`config.mk`:
```
export PLATFORM = sky130hd
export DESIGN_NAME = column_drop_controller
export DESIGN_NICKNAME = d
export VERILOG_FILES = /design/src/rtl/column_drop_pkg.sv /design/src/rtl/key_edge_arbiter.sv /design/src/rtl/column_drop_controller.sv
export SDC_FILE = /design/constraint.sdc
export NUM_CORES = 1
export LEC_CHECK = 0
export CAP_MARGIN = 10
export CORE_AREA = 2 2 116 118
export CTS_BUF_LIST = sky130_fd_sc_hd__clkbuf_16
export DETAILED_ROUTE_END_ITERATION = 16
export DIE_AREA = 0 0 118 120
export GPL_TIMING_DRIVEN = 0
export PLACE_DENSITY = 0.73
export SETUP_SLACK_MARGIN = 0.05
export SYNTH_ARGS = -nofsm -noshare
export SYNTH_HDL_FRONTEND = slang
export SYNTH_SLANG_ARGS = --single-unit
```
`constraint.sdc`:
```
create_clock -name clk -period 3.4 [get_ports clk]
set_clock_uncertainty 0.05 [all_clocks]
set_input_delay 0.68 -clock clk [delete_from_list [all_inputs] [get_ports clk]]
set_output_delay 0.68 -clock clk [all_outputs]
set_load 0.01 [all_outputs]
```
`src/rtl/column_drop_pkg.sv`:
```
// Shared definitions for the 7x6 column-drop game controller.
//   COLS, ROWS  : default board geometry
//   MAX_MOVES   : cells on a full board (game ends after this many moves)
//   COL_W       : width of column/row indices and height counters
//   cell_t      : stored cell contents
//   state_t     : controller FSM states
package column_drop_pkg;

  localparam int COLS      = 7;
  localparam int ROWS      = 6;
  localparam int MAX_MOVES = COLS * ROWS;
  localparam int COL_W     = 3;

  typedef enum logic [1:0] {
    EMPTY = 2'b00,
    P1    = 2'b01,
    P2    = 2'b10
  } cell_t;

  typedef enum logic [1:0] {
    IDLE    = 2'b00,
    PENDING = 2'b01,
    DONE    = 2'b10
  } state_t;

endpackage

```
`src/rtl/key_edge_arbiter.sv`:
```
// Rising-edge detector and lowest-index arbiter for the column keys.
//   clk, reset : pixel clock, synchronous active-high reset
//   key_in     : raw column keys, already synchronized to clk
//   req        : at least one key rose this cycle
//   req_col    : lowest-index column whose key rose (valid with req)
module key_edge_arbiter
  import column_drop_pkg::*;
#(
  parameter int COLS = column_drop_pkg::COLS
) (
  input  logic             clk,
  input  logic             reset,
  input  logic [COLS-1:0]  key_in,
  output logic             req,
  output logic [COL_W-1:0] req_col
);

  logic [COLS-1:0] key_prev;
  logic [COLS-1:0] rise;

  // Resetting to all ones means a key held down through reset looks like
  // it was already pressed, so releasing reset never manufactures a press.
  // NOTE: sequential state uses non-blocking assignments so every flop
  // samples the pre-edge values, independent of block ordering.
  always_ff @(posedge clk) begin
    if (reset) key_prev <= '1;
    else       key_prev <= key_in;
  end

  assign rise = key_in & ~key_prev;

  // Scan from the top down so the lowest set index is the last write.
  // NOTE: req_col gets a default before the loop; without it a cycle with
  // no rise would leave it unassigned and infer a latch.
  always_comb begin
    req     = |rise;
    req_col = '0;
    for (int i = COLS - 1; i >= 0; i--) begin
      if (rise[i]) req_col = COL_W'(i);
    end
  end

endmodule

```
`src/rtl/column_drop_controller.sv`:
```
// Game-state controller for the column-drop board.
// Accepts one key press at a time, holds it as a pending (highlighted)
// column, and commits the piece only on frame_end so the drawer never sees
// the board change mid-frame.
//   clk, reset  : pixel clock, synchronous active-high reset
//   key_in      : column keys (active-high, synchronized)
//   frame_end   : one-cycle pulse at start of vertical blanking
//   rd_col/row  : combinational cell read address (row 0 = bottom)
//   rd_cell     : cell contents, EMPTY for out-of-range addresses
//   highlight   : one-hot pending column, 0 when nothing pending
//   turn        : 0 = player 1 to move, 1 = player 2
//   move_count  : pieces placed so far
//   move_valid  : one-cycle pulse the cycle after a commit
//   move_col    : column of the last committed move
//   board_full  : game over, every cell occupied
module column_drop_controller
  import column_drop_pkg::*;
#(
  parameter int COLS = column_drop_pkg::COLS,
  parameter int ROWS = column_drop_pkg::ROWS
) (
  input  logic             clk,
  input  logic             reset,
  input  logic [COLS-1:0]  key_in,
  input  logic             frame_end,
  input  logic [COL_W-1:0] rd_col,
  input  logic [COL_W-1:0] rd_row,
  output logic [1:0]       rd_cell,
  output logic [COLS-1:0]  highlight,
  output logic             turn,
  output logic [5:0]       move_count,
  output logic             move_valid,
  output logic [COL_W-1:0] move_col,
  output logic             board_full
);

  localparam int TOTAL_CELLS = COLS * ROWS;

  state_t           state;
  logic [COL_W-1:0] pend_col;
  logic [COL_W-1:0] h [COLS];
  cell_t            board [COLS][ROWS];

  logic             req;
  logic [COL_W-1:0] req_col;
  logic             req_col_full;
  logic [5:0]       count_next;

  key_edge_arbiter #(.COLS(COLS)) u_arb (
    .clk     (clk),
    .reset   (reset),
    .key_in  (key_in),
    .req     (req),
    .req_col (req_col)
  );

  assign req_col_full = (h[req_col] == COL_W'(ROWS));
  assign count_next   = move_count + 6'd1;

  // NOTE: the board is cleared by reset on purpose: it is flop storage that
  // the drawer reads directly, so it must show an empty board after reset
  // rather than whatever was left from the previous game.
  always_ff @(posedge clk) begin
    if (reset) begin
      state      <= IDLE;
      pend_col   <= '0;
      turn       <= 1'b0;
      move_count <= '0;
      move_valid <= 1'b0;
      move_col   <= '0;
      for (int c = 0; c < COLS; c++) begin
        h[c] <= '0;
        for (int r = 0; r < ROWS; r++) board[c][r] <= EMPTY;
      end
    end else begin
      move_valid <= 1'b0;
      case (state)
        // frame_end is deliberately ignored here: a press arriving with
        // frame_end waits for the following frame to commit.
        IDLE: begin
          if (req && !req_col_full) begin
            pend_col <= req_col;
            state    <= PENDING;
          end
        end
        // Further presses are ignored until the pending move commits.
        PENDING: begin
          if (frame_end) begin
            board[pend_col][h[pend_col]] <= turn ? P2 : P1;
            h[pend_col]                  <= h[pend_col] + 1'b1;
            move_count                   <= count_next;
            turn                         <= ~turn;
            move_col                     <= pend_col;
            move_valid                   <= 1'b1;
            state <= (count_next == 6'(TOTAL_CELLS)) ? DONE : IDLE;
          end
        end
        DONE:    ;
        default: state <= IDLE;
      endcase
    end
  end

  assign highlight  = (state == PENDING) ? (COLS'(1) << pend_col) : '0;
  assign board_full = (state == DONE);

  always_comb begin
    rd_cell = EMPTY;
    if (rd_col < COL_W'(COLS) && rd_row < COL_W'(ROWS)) rd_cell = board[rd_col][rd_row];
  end

endmodule

```
**After elaboration in Yosys (flattened, before gate mapping)**

Memories as Yosys holds them, arrays and structs flattened. A register that Yosys moved wholly into a read port is not among the register bits.
Cells that the tools add are included.

- $add $sub $neg: 2
- Magnitude comparators: 5
- Equality and inequality tests: 6
- Shift operators: 1
- Muxes and demuxes: 34
- Bitwise operators: 6
- Reduce and logical (&&, ||, !) cells: 11

Operator list:

| cell | number |
|---|---|
| $mux W12 | 3 |
| $mux W3 | 12 |
| $mux W2 | 8 |
| $reduce_or A12 Y1 | 1 |
| $ge A4 B4 Y1 const B | 2 |
| $not A3 Y4 | 2 |
| $and A7 B7 Y7 | 1 |
| $mux W1 | 7 |
| $mux W7 | 1 |
| $not A7 Y7 | 1 |
| $reduce_or A7 Y1 | 1 |
| $shl A1 B3 Y7 const A | 1 |
| $add A6 B1 Y6 const B | 1 |
| $bmux W2 S3 | 1 |
| $demux W2 S3 | 1 |
| $eq A6 B6 Y1 const B | 1 |
| $lt A3 B3 Y1 const B | 2 |
| $pmux W2 S3 | 1 |
| $lt A4 B1 Y1 const B | 1 |
| $ne A2 B2 Y1 const B | 2 |
| $reduce_and A2 Y1 | 2 |
| $add A3 B1 Y3 const B | 1 |
| $eq A3 B3 Y1 const B | 1 |
| $logic_and A1 B1 Y1 | 3 |
| 7 further kinds | 8 |

- Flip-flop bits (word level): 23
- RAM bits: 105
- Output and inout port bits: 21
- Logic and storage cells: 74
- Memories kept: 2

Memory list:

| name | depth | bits a word | rd ports | clocked after memory_dff | write ports | RTL line | source |
|---|---|---|---|---|---|---|---|
| board | 7 | 12 | 1 | 0 | 7 | column_drop_controller.sv:42 | `cell_t board [COLS][ROWS];` |
| h | 7 | 3 | 2 | 1 | 7 | column_drop_controller.sv:41 | `logic [COL_W-1:0] h [COLS];` |

**Logic depth before layout (Yosys ltp)**

An unclocked memory read counts as a cell.

- Depth in word-level cells: 16
- Mapped depth: 9

**Modules after synthesis**

Synthesis repeated with hierarchy kept, for this count alone.

- Cells, all modules: 617
- Area, all modules: 7118.1 um^2

Modules (own cells, without submodules):

| module | instances | cells an instance | area each (um^2) | seq. area each (um^2) |
|---|---|---|---|---|
| column_drop_controller | 1 | 584 | 6769.0 | 3833.7 |
| key_edge_arbiter | 1 | 33 | 349.1 | 140.1 |

**Worst setup path after synthesis**

OpenSTA, ideal clock, no wires.

- Kind: input -> output
- Start point: input port rd_col[0]
- End point: output port rd_cell[0]
- Arrival: 2.517 ns
- Setup slack: 0.153 ns
- Cell stages on the path: 8
- Cell sequence: buf_2 -> buf_2 -> mux4_2 -> mux4_2 -> mux2i_1 -> nor2_1 -> a21oi_1 -> nor2_1

- Cells in the longest elaborated chain, start to end: 5
- Elaborated cells on any way between the ends: 7

Ends and longest elaborated chain:

| item | RTL line | source |
|---|---|---|
| start: declaration | column_drop_controller.sv:26 | `input logic [COL_W-1:0] rd_col,` |
| $mem_v2 Z7 W12 | -- |  |
| $bmux W2 S3 | column_drop_controller.sv:109 | `if (rd_col < COL_W'(COLS) && rd_row < COL_W'(ROWS)) rd_cell = board[rd_col][rd_row];` |
| $mux W2 (implied by the code) (2 in a row) | column_drop_controller.sv:109 |  |
| $mux W2 * | column_drop_controller.sv:109 |  |
| end: declaration | column_drop_controller.sv:28 | `output logic [1:0] rd_cell,` |

Mark *: on every way between the ends. The rest lies on a longest branch, timed or not. The select of a mux whose other input is x is not followed.

**Worst setup path after layout**

- Start point: register pend_col[2]
- End point: output port highlight[5]

- Cells in the longest elaborated chain, start to end: 2

Ends and longest elaborated chain:

| item | RTL line | source |
|---|---|---|
| start: declaration | column_drop_controller.sv:40 | `logic [COL_W-1:0] pend_col;` |
| start signal: assignment | column_drop_controller.sv:82 | `pend_col <= req_col;` |
| $shl A1 B3 Y7 | column_drop_controller.sv:104 | `assign highlight = (state == PENDING) ? (COLS'(1) << pend_col) : '0;` |
| $mux W7 | column_drop_controller.sv:104 |  |
| end: declaration | column_drop_controller.sv:29 | `output logic [COLS-1:0] highlight,` |

Every way passes these cells.

==> impl_metrics.csv <==
group,metric,value,unit
clocking,cts_root_buffer,"clkbuf_16",
cells_and_area,drive_above_1_share,17.3,%
sta,setup_viol,0,
sta,drv_slew,0,
sta,period_needed,3.27,ns
floorplanning,die_h,120,µm
routing,drt-initial-drc-count,625,
critical_path,worst_ep_arrival_time,2.54,ns
sta,fmax,306,MHz
clocking,cts_sinks,146,
critical_path,crit_type,"reg2out",
clocking,numCtsBuffers,17,
clocking,htree_levels,4,
sta,fin_crit_sh,96.1,%
placement,dp_worst_setup_slack,-0.978,ns
global_routing,grt_pass1_wl,28200,µm
pwr,p_leak,0.00279,µW
synthesis,ys_warn_count,0,
flow_run,maxCapViolCount,0,
synthesis,synthFlopType,"edfxtp_1",
cells_and_area,final_cells,817,
floorplanning,rows,42,
clocking,clk_latency,0.42,ns
routing,wl_met2,8640,µm
routing,met3WireLength,1830,µm
synthesis,yosysTopAreaCellShare,50.5,%
synthesis,synthDistinctLibCells,47,
global_routing,antenna_found_initial,0,
synthesis,synth_edf_count,117,
global_routing,grt_overflow,0,
clocking,cts_tree,"yes",
synthesis,ys_ff_latch,146,
critical_path,cp.required,2.67,ns
cells_and_area,register_area,4090,µm²
global_routing,grt_max_degree,17,
placement,gp_congestion,0.902,
routing,drt-total-wl,18200,µm
cells_and_area,multiInputGateArea,2680,µm²
hold_path,hp-start,"move_col[2]",
sta,timing.final.ws_setup,0.133,ns
floorplanning,core,13000,µm²
cells_and_area,n_fill_cell,1010,
routing,wl_met1,7110,µm
synthesis,synth_area_leaders,"edfxtp_1, mux4_2, dfxtp_1",
pwr,fin_total_pwr,4190,µW
routing,drc,0,
synthesis,ys_seq_area_share,58.8,%
placement,place_hpwl,12700,µm
status,status,"finished clean",
synthesis,synth_top_area_cell,"edfxtp_1",
clocking,clk_pin_slew_worst_paths,0.06,ns
critical_path,startpoint_type,"register",
routing,top_layer,"met4",
critical_path,cp_max_fo,10,
floorplanning,die_area,14200,µm²
synthesis,netlist_area,6960,µm²
routing,firstDrtPassIters,6,
cells_and_area,nets,647,
pwr,ir_drop,0.387,mV
routing,routedWlPerCell,22.3,µm
global_routing,grt_pass1_vias,5024,
synthesis,syn_inst,572,
floorplanning,die_w,118,µm
clocking,clock_path_buffers,2,
placement,placed_cells,782,
routing,avgViaCountPerCell,6.02,
placement,port_buffers,34,
cells_and_area,antenna_cells,0,
hold_path,holdCritPathClass,"reg2reg",
synthesis,syn-num-nets,591,
floorplanning,io_pins,37,
floorplanning,initial_core_util,53.6,%
pwr,powerDensity,511,nW/µm²
sta,fin_tns_setup,0,ns
synthesis,syn_area_per_cell,12.2,µm²
sta,worst_pin_slew,0.863,ns
routing,antenna_left,0,
routing,vias,4917,
critical_path,startpoint,"pend_col[2]",
global_routing,track_usage,27.4,%
sta,hold_viol_final,0,
critical_path,end_kind,"output port",
placement,dpl_cell_area,7520,µm²
sta,relSlewSlack,42.5,%
cells_and_area,area_growth,17.7,%
synthesis,ys_async_sr_fraction,0,%
cells_and_area,design_area,8190,µm²
sta,rsz0062_at_grt,"yes",
## repair_timing
| item | CTS | global route |
|---|---|---|
| gates resized for setup | 25 | 13 |
| pin swaps | 0 | 0 |
| endpoints found under the setup margin | 2 | 4 |
| buffers inserted | 1 | 0 |
| hold buffers | 0 | 0 |
| gates cloned | 1 | 1 |
## cells in the final DEF, fill, tap and decap left out, drive strengths merged, types with 8 or more instances in the layout
cell type / instances
buf: 22
clkbuf: 43
nand2: 43
inv: 12
or2: 12
nand3b: 8
clkdlybuf4s50: 30
mux4: 34
nor3: 12
edfxtp: 117
dfxtp: 29
a21oi: 13
o21bai: 39
nor2: 126
nand2b: 19
## through the flow
stage	hold WS, ns	util, %
floorplan	0.423	-
global placement	0.407	58.0
detailed placement	0.400	58.0
CTS	0.418	62.9
global route	0.443	63.1
finish	0.424	63.1
## final timing paths
check | endpoint | slack, ns | cells after the start
hold / removal | move_col[2] | 0.42 | 2
setup reg to reg | board[7][6] | 0.45 | 7
setup / recovery | highlight[5] | 0.13 | 4
hold reg to reg | move_col[2] | 0.42 | 2
## layer usage
metal	vias up	track usage, %
li1	2182	-
met1	2388	35.6
met2	294	42.9
met3	53	7.22
met4	0	13.9
met5	-	1.47
## critical path: stages, from the launching register on
cell	delay, ns
dfxtp_1	0.35
clkbuf_1	0.36
nand3b_1	0.55
nor2_1	0.28
clkdlybuf4s50_1	0.58
## cell type report
type / instances / share of cell area, %
multi-input combinational: 380 / 32.7
buffer: 40 / 2.95
timing repair buffer: 37 / 4.84
inverter: 6 / 0.275
clock inverter: 13 / 0.794
clock buffer: 19 / 5.80
tap: 176 / 2.69
sequential: 146 / 50.0
## state kept, by name (all words and copies together), names as in the netlist, named ones only
name	flops
u_arb.key_prev	7
move_count	6
move_col	3
board	96
turn	1
state	2
move_valid	1
pend_col	3
h	24
## where the power goes
part	internal (µW)	switching, µW
Sequential	1990	32.3
Combinational	189	283
Clock	999	695
Total	3180	1010
## logic make-up after synthesis
family | synth area share [%]
XOR/XNOR | 1.13
flip-flops | 58.8
AO/OA/AOI/OAI | 7.35
multiplexers | 12.3
adder cells (fa/ha/maj) | 0.539
AND/OR/NAND/NOR | 17.1
buffers and inverters | 2.75
## Yosys cell counts, drive strengths merged (8+ instances only)
cell	n
mux4	34
nand3b	8
edfxtp	117
nor3	12
nand2b	19
clkbuf	22
nor2	126
nand2	43
dfxtp	29
a21oi	13
buf	18
or2	12
o21bai	39
(Power assumes the default switching activity.)
